**src/rtl/mul_pkg.sv**
```systemverilog
// Shared definitions for the iterative significand multiplier: FSM encoding,
// exponent bias and the radix-4 iteration count.
package mul_pkg;

    typedef enum logic [1:0] {
        ST_IDLE = 2'd0,
        ST_MUL  = 2'd1,
        ST_DONE = 2'd2
    } mul_state_e;

    function automatic int mul_bias(input int expo_w);
        return (32'sd1 <<< (expo_w - 32'sd1)) - 32'sd1;
    endfunction

    // ceil((mant_w+1)/2): two multiplier bits retired per cycle
    function automatic int mul_iters(input int mant_w);
        return (mant_w + 32'sd2) / 32'sd2;
    endfunction

    localparam int MUL_ITERS_FP32 = mul_iters(23);

endpackage

```
**src/rtl/mul_radix4_step.sv**
```systemverilog
// One radix-4 shift-add step: adds multiplicand times a 2-bit digit to the
// running accumulator.
module mul_radix4_step #(
    parameter int ACC_W = 50
) (
    input  logic [ACC_W-1:0] acc_i,
    input  logic [1:0]       mbits_i,
    input  logic [ACC_W-1:0] mcand_i,
    output logic [ACC_W-1:0] acc_o
);

    logic [ACC_W-1:0] pp_s;

    // Partial product for the current multiplier digit.
    always_comb begin
        pp_s = {ACC_W{1'b0}};
        case (mbits_i)
            2'd0:    pp_s = {ACC_W{1'b0}};
            2'd1:    pp_s = mcand_i;
            2'd2:    pp_s = {mcand_i[ACC_W-2:0], 1'b0};
            2'd3:    pp_s = mcand_i + {mcand_i[ACC_W-2:0], 1'b0};
            default: pp_s = {ACC_W{1'b0}};
        endcase
        acc_o = acc_i + pp_s;
    end

endmodule

```
**src/rtl/mul_pipe2.sv**
```systemverilog
// Multiply stage of a floating-point multiplier: captures classified operands,
// forms the unbiased exponent sum and sign, and builds the full significand
// product with an iterative radix-4 shift-add (special operands skip it).
module mul_pipe2
    import mul_pkg::*;
#(
    parameter int SIGN_W = 1,
    parameter int EXPO_W = 8,
    parameter int MANT_W = 23
) (
    input  logic                      clk,
    input  logic                      rst_n,
    input  logic                      in_valid,
    output logic                      in_ready,
    input  logic [SIGN_W-1:0]         a_sign,
    input  logic [SIGN_W-1:0]         b_sign,
    input  logic [EXPO_W-1:0]         a_expo,
    input  logic [EXPO_W-1:0]         b_expo,
    input  logic [MANT_W-1:0]         a_mant,
    input  logic [MANT_W-1:0]         b_mant,
    input  logic                      a_is_nor,
    input  logic                      b_is_nor,
    input  logic                      a_is_sub,
    input  logic                      b_is_sub,
    input  logic                      r_isnan,
    input  logic                      is_inf_nan,
    input  logic                      r_is0nan,
    input  logic                      status_nv,
    input  logic [1:0]                rnd,
    output logic                      out_valid,
    input  logic                      out_ready,
    output logic [SIGN_W-1:0]         r_sign,
    output logic [EXPO_W+1:0]         r_expo,
    output logic [2*(MANT_W+1)-1:0]   r_prod,
    output logic                      r_isnan_o,
    output logic                      is_inf_nan_o,
    output logic                      r_is0nan_o,
    output logic                      status_nv_o,
    output logic [1:0]                rnd_out
);

    localparam int SIG_W  = MANT_W + 1;
    localparam int PROD_W = 2 * SIG_W;
    localparam int ACC_W  = PROD_W + 2;
    localparam int XW     = EXPO_W + 2;
    localparam int BIAS   = mul_bias(EXPO_W);
    localparam int ITERS  = mul_iters(MANT_W);
    localparam int CNT_W  = $clog2(ITERS + 1);

    mul_state_e          state_q;
    logic [CNT_W-1:0]    cnt_q;
    logic [ACC_W-1:0]    acc_q;
    logic [ACC_W-1:0]    acc_d;
    logic [ACC_W-1:0]    mcand_q;
    logic [SIG_W-1:0]    mplier_q;
    logic [SIGN_W-1:0]   r_sign_q;
    logic [XW-1:0]       r_expo_q;
    logic [PROD_W-1:0]   r_prod_q;
    logic                r_isnan_q;
    logic                is_inf_nan_q;
    logic                r_is0nan_q;
    logic                status_nv_q;
    logic [1:0]          rnd_q;

    logic                accept_s;
    logic                special_s;
    logic                last_iter_s;
    logic [EXPO_W-1:0]   eff_a_s;
    logic [EXPO_W-1:0]   eff_b_s;
    logic [XW-1:0]       expo_d;
    logic [SIG_W-1:0]    sig_a_s;
    logic [SIG_W-1:0]    sig_b_s;

    assign in_ready    = (state_q == ST_IDLE);
    assign out_valid   = (state_q == ST_DONE);
    assign accept_s    = in_valid && in_ready;
    assign special_s   = is_inf_nan || r_is0nan;
    assign last_iter_s = (cnt_q == CNT_W'(ITERS - 1));

    // Subnormals use exponent 1 so the significand's missing hidden bit is compensated.
    assign eff_a_s = a_is_sub ? {{(EXPO_W-1){1'b0}}, 1'b1} : a_expo;
    assign eff_b_s = b_is_sub ? {{(EXPO_W-1){1'b0}}, 1'b1} : b_expo;
    assign expo_d  = {2'b00, eff_a_s} + {2'b00, eff_b_s} - XW'(BIAS);
    assign sig_a_s = {a_is_nor, a_mant};
    assign sig_b_s = {b_is_nor, b_mant};

    mul_radix4_step #(
        .ACC_W (ACC_W)
    ) u_step (
        .acc_i   (acc_q),
        .mbits_i (mplier_q[1:0]),
        .mcand_i (mcand_q),
        .acc_o   (acc_d)
    );

    // Control FSM and all datapath/result registers.
    always_ff @(posedge clk or negedge rst_n) begin
        if (!rst_n) begin
            state_q      <= ST_IDLE;
            cnt_q        <= {CNT_W{1'b0}};
            acc_q        <= {ACC_W{1'b0}};
            mcand_q      <= {ACC_W{1'b0}};
            mplier_q     <= {SIG_W{1'b0}};
            r_sign_q     <= {SIGN_W{1'b0}};
            r_expo_q     <= {XW{1'b0}};
            r_prod_q     <= {PROD_W{1'b0}};
            r_isnan_q    <= 1'b0;
            is_inf_nan_q <= 1'b0;
            r_is0nan_q   <= 1'b0;
            status_nv_q  <= 1'b0;
            rnd_q        <= 2'b00;
        end else begin
            case (state_q)
                ST_IDLE: begin
                    if (accept_s) begin
                        r_sign_q     <= a_sign ^ b_sign;
                        r_expo_q     <= expo_d;
                        r_prod_q     <= {PROD_W{1'b0}};
                        r_isnan_q    <= r_isnan;
                        is_inf_nan_q <= is_inf_nan;
                        r_is0nan_q   <= r_is0nan;
                        status_nv_q  <= status_nv;
                        rnd_q        <= rnd;
                        cnt_q        <= {CNT_W{1'b0}};
                        acc_q        <= {ACC_W{1'b0}};
                        mcand_q      <= {{(ACC_W-SIG_W){1'b0}}, sig_a_s};
                        mplier_q     <= sig_b_s;
                        state_q      <= special_s ? ST_DONE : ST_MUL;
                    end
                end
                ST_MUL: begin
                    acc_q    <= acc_d;
                    mcand_q  <= {mcand_q[ACC_W-3:0], 2'b00};
                    mplier_q <= {2'b00, mplier_q[SIG_W-1:2]};
                    cnt_q    <= cnt_q + {{(CNT_W-1){1'b0}}, 1'b1};
                    if (last_iter_s) begin
                        r_prod_q <= acc_d[PROD_W-1:0];
                        state_q  <= ST_DONE;
                    end
                end
                ST_DONE: begin
                    if (out_ready) begin
                        state_q <= ST_IDLE;
                    end
                end
                default: begin
                    state_q <= ST_IDLE;
                end
            endcase
        end
    end

    assign r_sign       = r_sign_q;
    assign r_expo       = r_expo_q;
    assign r_prod       = r_prod_q;
    assign r_isnan_o    = r_isnan_q;
    assign is_inf_nan_o = is_inf_nan_q;
    assign r_is0nan_o   = r_is0nan_q;
    assign status_nv_o  = status_nv_q;
    assign rnd_out      = rnd_q;

endmodule

```
**config.mk**
```make
export PLATFORM = sky130hd
export DESIGN_NAME = mul_pipe2
export DESIGN_NICKNAME = d
export VERILOG_FILES = /design/src/rtl/mul_pkg.sv /design/src/rtl/mul_radix4_step.sv /design/src/rtl/mul_pipe2.sv
export SDC_FILE = /design/constraint.sdc
export NUM_CORES = 1
export LEC_CHECK = 0
export ABC_CLOCK_PERIOD_IN_PS = 6650
export CAP_MARGIN = 40
export CELL_PAD_IN_SITES_DETAIL_PLACEMENT = 1
export CELL_PAD_IN_SITES_GLOBAL_PLACEMENT = 1
export CORE_MARGIN = 2
export CORE_UTILIZATION = 44
export CTS_CLUSTER_DIAMETER = 30
export DETAILED_ROUTE_END_ITERATION = 7
export PLACE_DENSITY_LB_ADDON = 0.1
export SKIP_LAST_GASP = 1
export SLEW_MARGIN = 20
export SYNTH_ARGS = -nofsm -noshare
export SYNTH_HDL_FRONTEND = slang
export SYNTH_SLANG_ARGS = --single-unit
```
**constraint.sdc**
```tcl
create_clock -name clk -period 6.65 [get_ports clk]
set_clock_uncertainty 0.2 [all_clocks]
set_input_delay 1.33 -clock clk [delete_from_list [all_inputs] [get_ports clk]]
set_output_delay 1.33 -clock clk [all_outputs]
set_load 0.05 [all_outputs]
```
Word level (Yosys, flattened, before mapping)
Index checks and enable logic that the tools add are counted.
- register bits after elaboration: 195
- logic and storage cells: 56
- bits of input ports: 78
- output and inout port bits: 67
- eq/ne operators: 9
- reductions and logical operators: 9
- bitwise logic cells: 1
- add/sub/neg operators: 5
- muxes and demuxes: 19
- operator list (operator ; count):
    $pmux 50 s2 ; 2
    $pmux 50 s4 ; 1
    $add 50x50->50 ; 2
    $mux 50 ; 2
    $mux 48 ; 2
    $pmux 48 s2 ; 1
    $pmux 24 s2 ; 1
    $mux 24 ; 1
    $mux 8 ; 2
    $sub 9x7->10 const B ; 1
    $add 8x8->9 ; 1
    $mux 2 ; 4
    $pmux 4 s2 ; 1
    $eq 2x2->1 const B ; 3
    $pmux 2 s3 ; 1
    $reduce_and 3->1 ; 2
    $add 4x1->4 const B ; 1
    $eq 2x1->1 const B ; 2
    $eq 4x4->1 const B ; 1
    $logic_not 2->1 ; 2
    $mux 4 ; 1
    $ne 2x1->1 const B ; 2
    $reduce_and 2->1 ; 2
    $ne 2x2->1 const B ; 1
    other kinds (4) ; 4

Logic depth before layout (Yosys ltp)
- depth after elaboration: 5
- gate-level depth with buffers: 24
- gate-level depth less buffers: 24

By module
From an unflattened synthesis, not the netlist that was laid out.
- cell total of the unflattened synthesis: 1690
- area, all modules: 14243.7 µm²
- by module, submodules not included (module ; times used ; cells each ; area an instance (µm²)):
    mul_pipe2 ; 1 ; 778 ; 8056.5
    mul_radix4_step ; 1 ; 912 ; 6187.2

Worst setup path before layout
No wires, ideal clock.
- path type: reg2reg
- start point: reg mcand_q[1]
- end point: reg r_prod_q[46], in the netlist r_prod[46]
- clock period less this slack: 5.217 ns
- path buffers: 1
- slack: 1.433 ns
- data arrival time: 4.883 ns
- library setup time: 0.133 ns
- stages on the path, launching flop included: 23
- path through: dfrtp_1 ha_1 inv_1 fa_1 nand2b_1 a21oi_1 o311ai_2 a21boi_0 or4_1 a311oi_1 o41ai_1 xor2_1 mux2i_1 o21ai_0 ha_1 clkbuf_1 and2_1 a221o_1 a221oi_1 o31ai_2 a311oi_1 mux2i_1 o21ai_0
- longest elaborated chain between the ends: 5
- ends and longest elaborated chain (element ; line ; RTL):
    start, declared ; mul_pipe2.sv:54 ; logic [ACC_W-1:0] mcand_q;
    start signal, assigned ; mul_pipe2.sv:102 ; mcand_q <= {ACC_W{1'b0}};
    start signal, assigned ; mul_pipe2.sv:126 ; mcand_q <= {{(ACC_W-SIG_W){1'b0}}, sig_a_s};
    start signal, assigned ; mul_pipe2.sv:133 ; mcand_q <= {mcand_q[ACC_W-3:0], 2'b00};
    $add 50x50->50 ; mul_radix4_step.sv:21 ; 2'd3: pp_s = mcand_i + {mcand_i[ACC_W-2:0], 1'b0};
    $pmux 50 s4 * ; mul_radix4_step.sv:17 ; case (mbits_i)
    $add 50x50->50 * ; mul_radix4_step.sv:24 ; acc_o = acc_i + pp_s;
    $mux 48 * ; mul_pipe2.sv:136 ; if (last_iter_s) begin
    $pmux 48 s2 * ; mul_pipe2.sv:113 ; case (state_q)
    end signal, assigned ; mul_pipe2.sv:106 ; r_prod_q <= {PROD_W{1'b0}};
    end signal, assigned ; mul_pipe2.sv:118 ; r_prod_q <= {PROD_W{1'b0}};
    end signal, assigned ; mul_pipe2.sv:137 ; r_prod_q <= acc_d[PROD_W-1:0];
    end, declared ; mul_pipe2.sv:58 ; logic [PROD_W-1:0] r_prod_q;
Every way passes the cells marked *; elsewhere a longest branch is shown, timed or not. The select of a mux whose other input is x is not followed.
A chain may end at the register's enable or synchronous reset.

Final worst setup path
- start point: reg mcand_q[12]
- end point: reg r_prod_q[47], in the netlist r_prod[47]
Same word-level chain as after synthesis.

==> qor.csv <==
stage,metric,value,unit
run_status,outcome,"finished, final reports clean",
die,Initial Util,44.4,%
global_route,Total Routing Usage GR,26.0,%
synth,Mean Syn Cell Area,8.64,um^2
die,row cnt,65,
place,Placer Congestion,0.906,
timing,Slew Limit Headroom,35.1,%
setup_path,CP top delay family,compound AO/OA/AOI/OAI gates,
global_route,Overflow after GRT,0,
synth,Post-Synthesis Cells,1610,
synth,post-synthesis async set-or-reset flop share,100,%
cells_and_area,layout cells sized above 1,5.06,%
cells_and_area,Layout Area Growth over Synthesis,16.8,%
setup_path,CP peak stage delay,0.46,ns
global_route,first-pass GRT wire length,68600,um
clocking,H-tree levels,4,
power,Cell Pwr Density,430,nW/um^2
synth,compound-cell area share of the yosys netlist,24.7,%
timing,Fmax achieved,0.165,GHz
detailed_routing,"wirelength, routed",42000,um
global_route,vias in the first global route,12700,
synth,largest family of logic cells by synthesized area,compound AO/OA/AOI/OAI gates,
synth,ys flop type,dfrtp_1,
cells_and_area,multi-input logic area,8630,um^2
timing,Slew Limit Fails,0,
synth,post-synthesis mux area share,5.11,%
timing,Total Negative Setup Slacks,0,ns
clocking,clk root buf,clkbuf_16,
timing,Slew @ Worst Pin,0.974,ns
clocking,clock latency on the worst-skew pair,0.47,ns
timing,Final Hold Fails,0,
power,Final Power,0.00698,W
synth,sequential fraction of the synthesis area,34.4,%
setup_path,Critical Path AT,6.25,ns
setup_path,crit path max-delay cell type,o21ai_0,
detailed_routing,vias per inst,5.77,
clocking,Max clock buf depth,2,
setup_path,critical path endpoint category,register,
global_route,largest net degree at the start of global routing,140,
setup_path,CP Cell Sequence,ha_1 > a21o_1 > a21o_1 > a221o_2 > a41o_1 > a31oi_1 > o41a_1 > o21ai_1 > xor2_1 > mux2i_1 > o21ai_0 > ha_1 > a21oi_1 > nor2_1 > nor2_1 > nand2_1 > a221o_1 > a41oi_4 > o21ai_1 > a221oi_1 > xnor3_1 > o31ai_2,
clocking,# Post-CTS Setup Buffers,0,
die,core box area,31300,um^2
setup_path,CP max FO,7,
place,Buffers on Ports,144,
detailed_routing,iteration count of the initial detailed-routing pass,5,
cells_and_area,final-stage net count,1898,
synth,Post-synth EDFFs,0,
clocking,CTS Buf Count,17,
cells_and_area,Reg area,4780,um^2
power,maximum VDD drop,0.000334,V
clocking,CTS tree,built,
place,DP HPWL,31700,um
setup_path,Worst R2R Path Depth,22,
cells_and_area,Ant. Diodes,0,
detailed_routing,number of routed nets with antenna violations,0,
detailed_routing,routed len/inst,19.8,um
timing,RSZ-0062 raised after global routing,no,
setup_path,r2r startpoint,mcand_q[12]$_DFFE_PN0P_,
die,Die Y,182,um
timing,# setup viols final,0,
clocking,CTS Sinks,191,
min_path,hold path cells,2,
cells_and_area,Non-Filler Instances,2123,
timing,Tcrit/Tclk final,91.3,%
setup_path,Buf/Inv on CP,0,
setup_path,crit path kind,reg -> reg,
synth,Ys Warns,0,
cells_and_area,Final Cell Area,16300,um^2
timing,PnR worst setup slack,0.580,ns
die,I/O pin cnt,145,
synth,Syn Nets,1800,
power,Lkg Pwr,7.76,nW
clocking,Hold Buf Count CTS,0,
place,placed cell areas,15700,um^2
cells_and_area,filler cell count,3694,
flow_run,max-cap violations,0,
clocking,cts repair resizes,0,
setup_path,Critical Path RT,6.83,ns
min_path,HP Start,r_prod[21]$_DFFE_PN0P_,
synth,"flops & latches, synth",191,
synth,Post-Synth Simple-Gate Area,16.1,%
setup_path,Startpoint Class,register,
detailed_routing,Initial DRC Count,556,
place,Cells after DPL,2091,
synth,xor-xnor portion of the synthesized cell area,5.77,%
place,Placement Setup Slack,0.648,ns
clocking,clock transition time at the flip-flop clock pins of the worst setup and hold paths,0.08,ns
synth,"Distinct cells, synth",80,
synth,Mapped Area,13900,um^2
synth,Post-Synth Adder-Cell Area,10.2,%
setup_path,Worst R2R End,r_prod[47]$_DFFE_PN0P_,
detailed_routing,vias,12300,
die,die extent in x,182,um
timing,fin crit period,6.07,ns
die,die area,33100,um^2
min_path,Hold Path Class,reg -> reg,
detailed_routing,# DRC,0,
global_route,initial antenna violation count,0,
min_path,Worst Hold End,r_prod[21]$_DFFE_PN0P_,
setup_path,"reg-to-reg slack, setup",0.58,ns
[Yosys cell counts (all sizes together), types with 4 or more instances]
cell type | count | area share [%]
o21bai | 19 | 1.0
or3 | 6 | 0.27
nand2 | 315 | 8.5
xnor2 | 54 | 3.4
o211ai | 7 | 0.41
inv | 27 | 0.73
ha | 109 | 9.8
nor2 | 56 | 1.5
a21oi | 108 | 4.0
buf | 9 | 0.38
a221oi | 8 | 0.55
a21o | 62 | 3.4
and2 | 10 | 0.46
nand3 | 28 | 1.0
nor2b | 23 | 1.0
a221o | 8 | 0.58
nor3 | 12 | 0.43
a21boi | 4 | 0.22
xor2 | 35 | 2.2
o21a | 9 | 0.49
dfrtp | 191 | 34
nand4 | 14 | 0.63
a31oi | 18 | 0.81
o21ai | 177 | 6.4
clkbuf | 74 | 2.4
nand2b | 17 | 0.76
mux2i | 71 | 5.1
a22oi | 8 | 0.43
o31ai | 15 | 0.92
a22o | 48 | 3.0
and3 | 8 | 0.38
[routing by layer]
| layer | routed length [um] | GRT usage (%) | vias up |
|---|---|---|---|
| met5 | 0 | 0 | - |
| li1 | - | - | 5976 |
| met4 | 1150 | 8.46 | 0 |
| met2 | 20600 | 45.1 | 191 |
| met3 | 1340 | 4.43 | 56 |
| met1 | 18800 | 33.0 | 6033 |
[state kept, by name (all words and copies together) (netlist names)]
| name | cells |
|---|---|
| r_is0nan_o | 1 |
| r_isnan_o | 1 |
| r_expo | 10 |
| is_inf_nan_o | 1 |
| mcand_q | 48 |
| r_sign | 1 |
| r_prod | 48 |
| state_q | 2 |
| mplier_q | 24 |
| cnt_q | 4 |
| status_nv_o | 1 |
| rnd_out | 2 |
| acc_q | 48 |
[cells in the final DEF, fill, tap and decap left out, types with 14 or more instances in the layout]
master,n
o21ai_0,173
nand2b_1,15
a22o_1,48
clkdlybuf4s50_1,143
a31oi_1,18
o21bai_1,18
ha_1,109
nand2_1,315
xnor2_1,54
nor2_1,55
xor2_1,35
nand4_1,14
buf_4,18
nand3_1,28
mux2i_1,71
clkbuf_16,17
a21oi_1,105
nor2b_1,22
a21o_1,60
dfrtp_1,190
inv_1,27
[cell type report]
class,instances,share of cell area (%)
Clock buffer,20,2.81
Clock inverter,12,0.754
Inverter,29,0.670
Multi-Input combinational cell,1304,53.1
Sequential cell,191,29.4
Tap cell,402,3.09
Timing Repair Buffer,165,10.1
[report_power, final]
part	internal, W	switching (W)
clock	0.000547	0.000512
combinational	0.00149	0.00263
sequential	0.00150	0.000307
[per-stage QoR]
| step | utilization [%] | hold slack (ns) |
|---|---|---|
| floorplan | - | 0.250 |
| global placement | 49.9 | 0.257 |
| detailed placement | 50.1 | 0.266 |
| CTS | 51.9 | 0.286 |
| global route | 51.9 | 0.312 |
| finish | 51.9 | 0.280 |
[how the worst max path moves through the flow]
stage | start | slack (ns) | endpoint | cells after the start
after detailed placement | mcand_q[12]$_DFFE_PN0P_ | 0.65 | r_prod[47]$_DFFE_PN0P_ | 21
after global placement | mcand_q[12]$_DFFE_PN0P_ | 0.74 | r_prod[47]$_DFFE_PN0P_ | 22
after CTS | mcand_q[12]$_DFFE_PN0P_ | 0.63 | r_prod[47]$_DFFE_PN0P_ | 21
final | mcand_q[12]$_DFFE_PN0P_ | 0.58 | r_prod[47]$_DFFE_PN0P_ | 22
after global routing | mcand_q[13]$_DFFE_PN0P_ | 0.11 | r_prod[47]$_DFFE_PN0P_ | 21
after floorplan | mcand_q[1]$_DFFE_PN0P_ | 1.43 | r_prod[46]$_DFFE_PN0P_ | 22
[kinds of logic after synthesis]
family          Yosys count
compound gates          525
buf+inv                 115
mux                      71
flops                   191
simple gates            506
xor+xnor                 90
fa+ha+maj               112
[worst reg2reg max path: cells and delay by family, from the launching register on]
kind,cells,cell delay [ns]
and+or+nand+nor,3,0.20
xor gates and xnor gates,2,0.46
adders and majority gates,2,0.82
AOI/OAI and AO/OA,14,3.76
DFF,1,0.45
muxes,1,0.09
(Power assumes the default switching activity.)
